File: src/rtl/matrix_ram_arbiter_pkg.sv
// Shared constants and types for the matrix RAM arbiter.
package matrix_ram_arbiter_pkg;

    localparam int unsigned DEFAULT_DATA_WIDTH = 8;
    localparam int unsigned DEFAULT_ROWS       = 8;
    localparam int unsigned DEFAULT_COLS       = 8;

    // Index of one of the two requesters on a port.
    typedef logic req_idx_t;

endpackage

File: src/rtl/rr_arb2.sv
// Two-request round-robin arbiter; prio names the requester that wins a tie.
module rr_arb2
    import matrix_ram_arbiter_pkg::*;
(
    input  logic       clk,
    input  logic       rst,
    input  logic [1:0] req,
    output logic [1:0] gnt
);

    req_idx_t prio_q, prio_d;

    always_comb begin
        gnt = 2'b00;
        if (!rst) begin
            case (req)
                2'b01:   gnt = 2'b01;
                2'b10:   gnt = 2'b10;
                2'b11:   gnt = prio_q ? 2'b10 : 2'b01;
                default: gnt = 2'b00;
            endcase
        end
    end

    always_comb begin
        prio_d = prio_q;
        if (gnt[0]) begin
            prio_d = 1'b1;
        end else if (gnt[1]) begin
            prio_d = 1'b0;
        end
    end

    always_ff @(posedge clk or posedge rst) begin
        if (rst) begin
            prio_q <= 1'b0;
        end else begin
            prio_q <= prio_d;
        end
    end

endmodule

File: src/rtl/matrix_ram_arbiter.sv
// Arbitrates two writers and two readers onto a single-port-pair matrix RAM
// with one-cycle read latency and same-cycle write-to-read forwarding.
module matrix_ram_arbiter
    import matrix_ram_arbiter_pkg::*;
#(
    parameter int unsigned DATA_WIDTH = DEFAULT_DATA_WIDTH,
    parameter int unsigned ROWS       = DEFAULT_ROWS,
    parameter int unsigned COLS       = DEFAULT_COLS,
    localparam int unsigned RW        = $clog2(ROWS),
    localparam int unsigned CW        = $clog2(COLS)
) (
    input  logic                    clk,
    input  logic                    rst,
    input  logic [1:0]              w_valid,
    output logic [1:0]              w_ready,
    input  logic [2*RW-1:0]         w_row,
    input  logic [2*CW-1:0]         w_col,
    input  logic [2*DATA_WIDTH-1:0] w_data,
    input  logic [1:0]              r_valid,
    output logic [1:0]              r_ready,
    input  logic [2*RW-1:0]         r_row,
    input  logic [2*CW-1:0]         r_col,
    output logic [1:0]              rsp_valid,
    output logic [DATA_WIDTH-1:0]   rsp_data,
    output logic                    ram_we,
    output logic [RW-1:0]           ram_w_row,
    output logic [CW-1:0]           ram_w_col,
    output logic [DATA_WIDTH-1:0]   ram_din,
    output logic [RW-1:0]           ram_r_row,
    output logic [CW-1:0]           ram_r_col,
    input  logic [DATA_WIDTH-1:0]   ram_dout
);

    logic [1:0]            w_gnt, r_gnt;
    req_idx_t              w_sel, r_sel;
    logic                  w_acc, r_acc;
    logic [RW-1:0]         r_row_q;
    logic [CW-1:0]         r_col_q;
    logic [1:0]            rsp_valid_q;
    logic                  fwd_q, fwd_d;
    logic [DATA_WIDTH-1:0] fwd_data_q;

    rr_arb2 u_w_arb (
        .clk (clk),
        .rst (rst),
        .req (w_valid),
        .gnt (w_gnt)
    );

    rr_arb2 u_r_arb (
        .clk (clk),
        .rst (rst),
        .req (r_valid),
        .gnt (r_gnt)
    );

    assign w_ready = w_gnt;
    assign r_ready = r_gnt;
    assign w_sel   = w_gnt[1];
    assign r_sel   = r_gnt[1];
    assign w_acc   = |(w_valid & w_gnt);
    assign r_acc   = |(r_valid & r_gnt);

    always_comb begin
        ram_we    = w_acc;
        ram_w_row = '0;
        ram_w_col = '0;
        ram_din   = '0;
        if (w_acc) begin
            ram_w_row = w_sel ? w_row[2*RW-1:RW] : w_row[RW-1:0];
            ram_w_col = w_sel ? w_col[2*CW-1:CW] : w_col[CW-1:0];
            ram_din   = w_sel ? w_data[2*DATA_WIDTH-1:DATA_WIDTH] : w_data[DATA_WIDTH-1:0];
        end
    end

    // Read address holds its last granted value so the RAM output stays stable.
    always_comb begin
        ram_r_row = r_row_q;
        ram_r_col = r_col_q;
        if (r_acc) begin
            ram_r_row = r_sel ? r_row[2*RW-1:RW] : r_row[RW-1:0];
            ram_r_col = r_sel ? r_col[2*CW-1:CW] : r_col[CW-1:0];
        end
    end

    assign fwd_d = r_acc && w_acc && (ram_w_row == ram_r_row) && (ram_w_col == ram_r_col);

    always_ff @(posedge clk or posedge rst) begin
        if (rst) begin
            r_row_q     <= '0;
            r_col_q     <= '0;
            rsp_valid_q <= 2'b00;
            fwd_q       <= 1'b0;
            fwd_data_q  <= '0;
        end else begin
            if (r_acc) begin
                r_row_q <= ram_r_row;
                r_col_q <= ram_r_col;
            end
            rsp_valid_q <= r_valid & r_gnt;
            fwd_q       <= fwd_d;
            fwd_data_q  <= ram_din;
        end
    end

    assign rsp_valid = rsp_valid_q;

    always_comb begin
        rsp_data = '0;
        if (|rsp_valid_q) begin
            rsp_data = fwd_q ? fwd_data_q : ram_dout;
        end
    end

endmodule

File: config.mk
export PLATFORM = sky130hd
export DESIGN_NAME = matrix_ram_arbiter
export DESIGN_NICKNAME = d
export VERILOG_FILES = /design/src/rtl/matrix_ram_arbiter_pkg.sv /design/src/rtl/rr_arb2.sv /design/src/rtl/matrix_ram_arbiter.sv
export SDC_FILE = /design/constraint.sdc
export NUM_CORES = 1
export LEC_CHECK = 0
export CAP_MARGIN = 20
export CORE_MARGIN = 2
export CORE_UTILIZATION = 34
export CTS_CLUSTER_SIZE = 24
export DETAILED_ROUTE_END_ITERATION = 8
export PLACE_DENSITY = 0.87
export SLEW_MARGIN = 20
export SYNTH_ARGS = -nofsm -noshare
export SYNTH_HDL_FRONTEND = slang
export SYNTH_SLANG_ARGS = --single-unit
File: constraint.sdc
create_clock -name clk -period 2.7 [get_ports clk]
set_input_delay 0.675 -clock clk [delete_from_list [all_inputs] [get_ports clk]]
set_output_delay 0.675 -clock clk [all_outputs]
set_load 0.02 [all_outputs]
# Word level (Yosys, flattened, before mapping)

Index checks and enable logic that the tools add are counted.
Widths: inputs -> output; s select.

Register bits: 19
Output and inout port bits: 35

Equality and inequality tests: 8
Mux-type cells: 22
Bitwise gates (word level): 2
Reductions and logical operators: 8

Operator list:

| operator           | number |
|---|---|
| $mux 8             | 4 |
| $mux 3             | 8 |
| $pmux 2 s3         | 2 |
| $eq 2x2->1 const B | 4 |
| $mux 2             | 4 |
| $eq 3x3->1         | 2 |
| $reduce_or 2->1    | 3 |
| $and 2x2->2        | 2 |
| $eq 2x1->1 const B | 2 |
| $mux 1             | 4 |
| $reduce_bool 2->1  | 2 |
| $logic_and 1x1->1  | 3 |

# Longest topological paths before layout

Word-level depth: 9
Gate-level depth with buffers: 8

# By module

A second synthesis with hierarchy kept.

Cell total of the unflattened synthesis: 130
Area total of the unflattened synthesis: 1,246.2 um^2

Modules (own cells, without submodules):

| module             | times used | cells an instance | area an instance (um^2) | seq. area each (um^2) |
|---|---|---|---|---|
| matrix_ram_arbiter | 1          | 112               | 1,088.5                 | 425.4 |
| rr_arb2            | 2          | 9                 | 78.8                    | 25.0 |

# Worst setup path before layout

Ideal clock, no wire load.

Kind: input -> output
Start point: input rst
End point: output ram_r_col[0]
Arrival: 2.000 ns
Required time: 2.025 ns
Slack: 0.025 ns
Stages: 5
Path buffers: 0
Cell sequence: inv_1 > nand3_2 > inv_4 > mux2i_1 > o21ai_1

Word-level cells in the longest chain between the ends: 4

Ends and longest elaborated chain:

| element         | line                     | text |
|---|---|---|
| from (decl)     | matrix_ram_arbiter.sv:13 | `input logic rst,` |
| $mux 2 (*)      | rr_arb2.sv:15            | `if (!rst) begin` |
| $and 2x2->2     | matrix_ram_arbiter.sv:62 | `assign r_acc = \|(r_valid & r_gnt);` |
| $reduce_or 2->1 | matrix_ram_arbiter.sv:62 |  |
| $mux 3 (*)      | matrix_ram_arbiter.sv:80 | `if (r_acc) begin` |
| to (decl)       | matrix_ram_arbiter.sv:30 | `output logic [CW-1:0] ram_r_col,` |

Every way passes the cells marked *; elsewhere a longest branch is shown, timed or not.

# Final worst setup path

Start point: input ram_dout[1]
End point: output rsp_data[1]

Word-level cells in the longest chain between the ends: 2

Ends and longest elaborated chain:

| element     | line                      | text |
|---|---|---|
| from (decl) | matrix_ram_arbiter.sv:31  | `input logic [DATA_WIDTH-1:0] ram_dout` |
| $mux 8      | matrix_ram_arbiter.sv:111 | `rsp_data = fwd_q ? fwd_data_q : ram_dout;` |
| $mux 8      | matrix_ram_arbiter.sv:110 | `if (\|rsp_valid_q) begin` |
| to (decl)   | matrix_ram_arbiter.sv:24  | `output logic [DATA_WIDTH-1:0] rsp_data,` |

Every way passes these cells.

==> metrics.md <==
| Metric | Value |
|---|---|
| Synthesis-to-layout area growth | 99.3% |
| Largest family of logic cells by synthesized area | compound AO/OA/AOI/OAI gates |
| Worst-case vdd ir drop | approximately 250 uV |
| Via count | between 1,000 and 1,500 |
| Max-slew violations | 0 |
| WP data required | ~2.0 ns |
| Mapped Cells | between 100 and 150 |
| Post-Route WL | about 4400 um |
| Count leader, synth | nand2_1 |
| Asr flop ratio synth | 100% |
| Vias in the first global route | 1,582 |
| Worst r2r src | u_r_arb.prio_q |
| Leak | about 1.1 nW |
| H-tree levels | 1 |
| Largest net degree at the start of global routing | 15 |
| Die X | approximately 63 um |
| Final Net Count | between 300 and 400 |
| # rows | 21 |
| Fmax | ~390 MHz |
| Tcrit/Tclk final | 95.7% |
| Max stage delay cell, worst path | clkdlybuf4s50_1 |
| Status | finished clean |
| Design Power | around 0.9 mW |
| Final setup viols | 0 |
| Reg2reg path depth | 10 |
| Final Critical Period | between 2 and 3 ns |
| Wire per inst | between 10 and 15 um |
| Mapped Area | 0.00118 sq mm |
| # IOs | 89 |
| Distinct cell type count after synthesis | 31 |
| Ys flop type | dfrtp_1 |
| Drc violations | 0 |
| Worst EP arrival | about 1.9 ns |
| Pre-Repair DR Iteration Count | 4 |
| Synth top cells by count | nand2_1 (22), dfrtp_1 (19), nor2_1 (16), mux2i_1 (9), a21oi_1 (8) |
| Synth Warn # | 0 |
| Clk_skew | around 0.0082 ns |
| Initial drt markers | 59 |
| Post-Synth Simple-Gate Area | about a fifth |
| PD cells | 391 mW/mm^2 |
| Via density | just over 5 |
| Crit Path Max Fanout | 1 |
| Core ar. | about 0.0033 sq mm |
| Die height | 62.9 um |
| Fraction of synthesized cell area in xor and xnor cells | 4.45% |
| Initial antenna violation count | 0 |
| Clock latency on the worst-skew pair | approximately 0.31 ns |
| Seq/Total Area, Yosys | between 40% and 50% |
| Clock slew at reported path FFs | approximately 0.11 ns |
| Number of synthesized flops with an enable pin | 0 |
| Crit path largest cell delay | a little over 0.6 ns |
| Total of max-cap violations | 0 |
| Worst Setup Slack, final | 0.116 ns |
| CTS tree | done |
| Initial core utilization | 35.4% |
| Post-synth top area cell | dfrtp_1 |
| FF-to-FF End | fwd_q |
| Worst-margin pin slew | around 0.47 ns |
| Root buffer cell | clkbuf_4 |
| Post-Synth Adder-Cell Area | 0% |
| Worst Setup Start Kind | input port |
| Synth Area in Compound Gates | roughly 22% |
| # hold bufs at CTS | 0 |
| Die Area | 0.00396 sq mm |
| Gr ovfl total | 0 |
| Unrepaired setup endpoints after global routing | false |
| Num CTS Buffers | 3 |
| Hpwl dp | 3480 um |
| Worst R2R Setup Slack | between 0.8 and 0.9 ns |
| CTS sink count | 19 |
| Setup CP Type | input port to output pin |
| Post-synthesis mux area share | roughly 7.6% |
| CP Cell Sequence | clkdlybuf4s50_1 -> mux2i_1 -> nor2_1 -> clkdlybuf4s50_1 |
| Ant diodes | 0 |
| Worst Setup SP | ram_dout[1] |
| Share of cells above drive strength 1 | between 30% and 40% |
| Buffers on Ports | 88 |
| Area contributors post-synth | dfrtp_1 (40%), mux2i_1 (7.6%), nand2_1 (7.0%), nor2_1 (5.1%), a32oi_1 (4.4%) |
| Setup TNS | 0 ns |
| Worst hold path class | input port to asynchronous set/reset pin |
| Final Hold Fails | 0 |
| Global-route wire length before repair | 7110 um |
| Endpoint type of the worst setup path | output pin |
| Most frequent CP cell | clkdlybuf4s50_1 |
| Relative slew slack | between 60% and 70% |
| Clock Tree Buf Depth | 2 |
| GPL Wtd Cong | 0.816 |
| Avg Cell Area, Syn | between 9 and 10 sq um |
| Area share of the largest cell type after synthesis | 40.3% |
| GR Util All Layers | 22.7% |
| Register bit count reported by yosys | 19 |
| Final ANT Viol Nets | 0 |
| Synth Net Count | 182 |
| Pre-CTS WS | -0.541 ns |
## how the worst max path moves through the flow
stage / to / slack, ns / cells past startpoint
after floorplan: ram_r_col[0] / 0.03 / 5
after global placement: ram_din[4] / -0.47 / 6
after detailed placement: ram_din[4] / -0.54 / 6
after CTS: ram_r_row[0] / 0.002 / 6
after global routing: rsp_data[3] / 0.04 / 4
final: rsp_data[1] / 0.12 / 4
## flip-flops by register name, summed over array words and instances, names as in the netlist
signal	flops
fwd_data_q	8
r_col_q	3
r_row_q	3
rsp_valid	2
fwd_q	1
u_r_arb.prio_q	1
u_w_arb.prio_q	1
## through the flow
stage	cell area (sq um)	cells	hold slack (ns)	util [%]
after global routing	2350	296	0.467	70.5
after floorplan	1180	128	0.433	-
after global placement	2330	288	0.449	69.9
after detailed placement	2330	288	0.461	69.9
final	2350	296	0.450	70.5
after CTS	2290	294	0.490	68.6
## area by class of cell
type / count / area [sq um]
repair buffers: 123 / 1090
fillers: 275 / 983
multi-input cells: 98 / 682
flip-flops and latches: 19 / 475
well taps: 46 / 57.6
inverters: 6 / 25.0
clock buffers: 3 / 22.5
clock inverters: 1 / 5.00
## power by group
part           internal [mW]  switching (mW)
sequential             0.313          0.0145
clock                 0.0553          0.0968
combinational          0.236           0.204
total                  0.605           0.316
## cells by family after synthesis
family,count (synthesis)
compound gates,31
xor+xnor,6
buf+inv,12
flops,19
mux,9
simple gates,51
## repair_timing
action                                  in CTS  in global routing
gates cloned                                 1                  1
endpoints found under the setup margin      25                 21
pin swaps                                    6                  2
endpoints found under the hold margin        0                  0
setup buffers                                1                  1
gates resized for setup                     92                 12
## per-layer routing
layer | global-route usage, % | vias to the layer above | part of all wire [%]
met2 | 40.4 | 73 | 51
met3 | 5.59 | 16 | 7.5
met1 | 25.9 | 695 | 39
met5 | 0 | - | 0
met4 | 8.61 | 0 | 3.2
li1 | - | 704 | -
## worst max-delay path: cells and delay by family
family                 cells  cell delay [ns]
buffers and inverters      2             1.06
AND/OR/NAND/NOR            1             0.11
multiplexers               1             0.06
## cells in the final DEF (no fill, tap or decap), drive strengths merged, types with 2 or more instances in the layout
cell type	n
nor2	16
dlygate4sd2	5
nand2b	4
xnor2	4
dlymetal6s2s	4
xor2	2
nand2	24
buf	54
o21bai	2
and3	3
o221a	4
clkbuf	5
a21oi	8
a32oi	6
o21ai	4
dfrtp	19
a221o	4
mux2i	9
inv	6
clkdlybuf4s50	58
(Power assumes the default switching activity.)
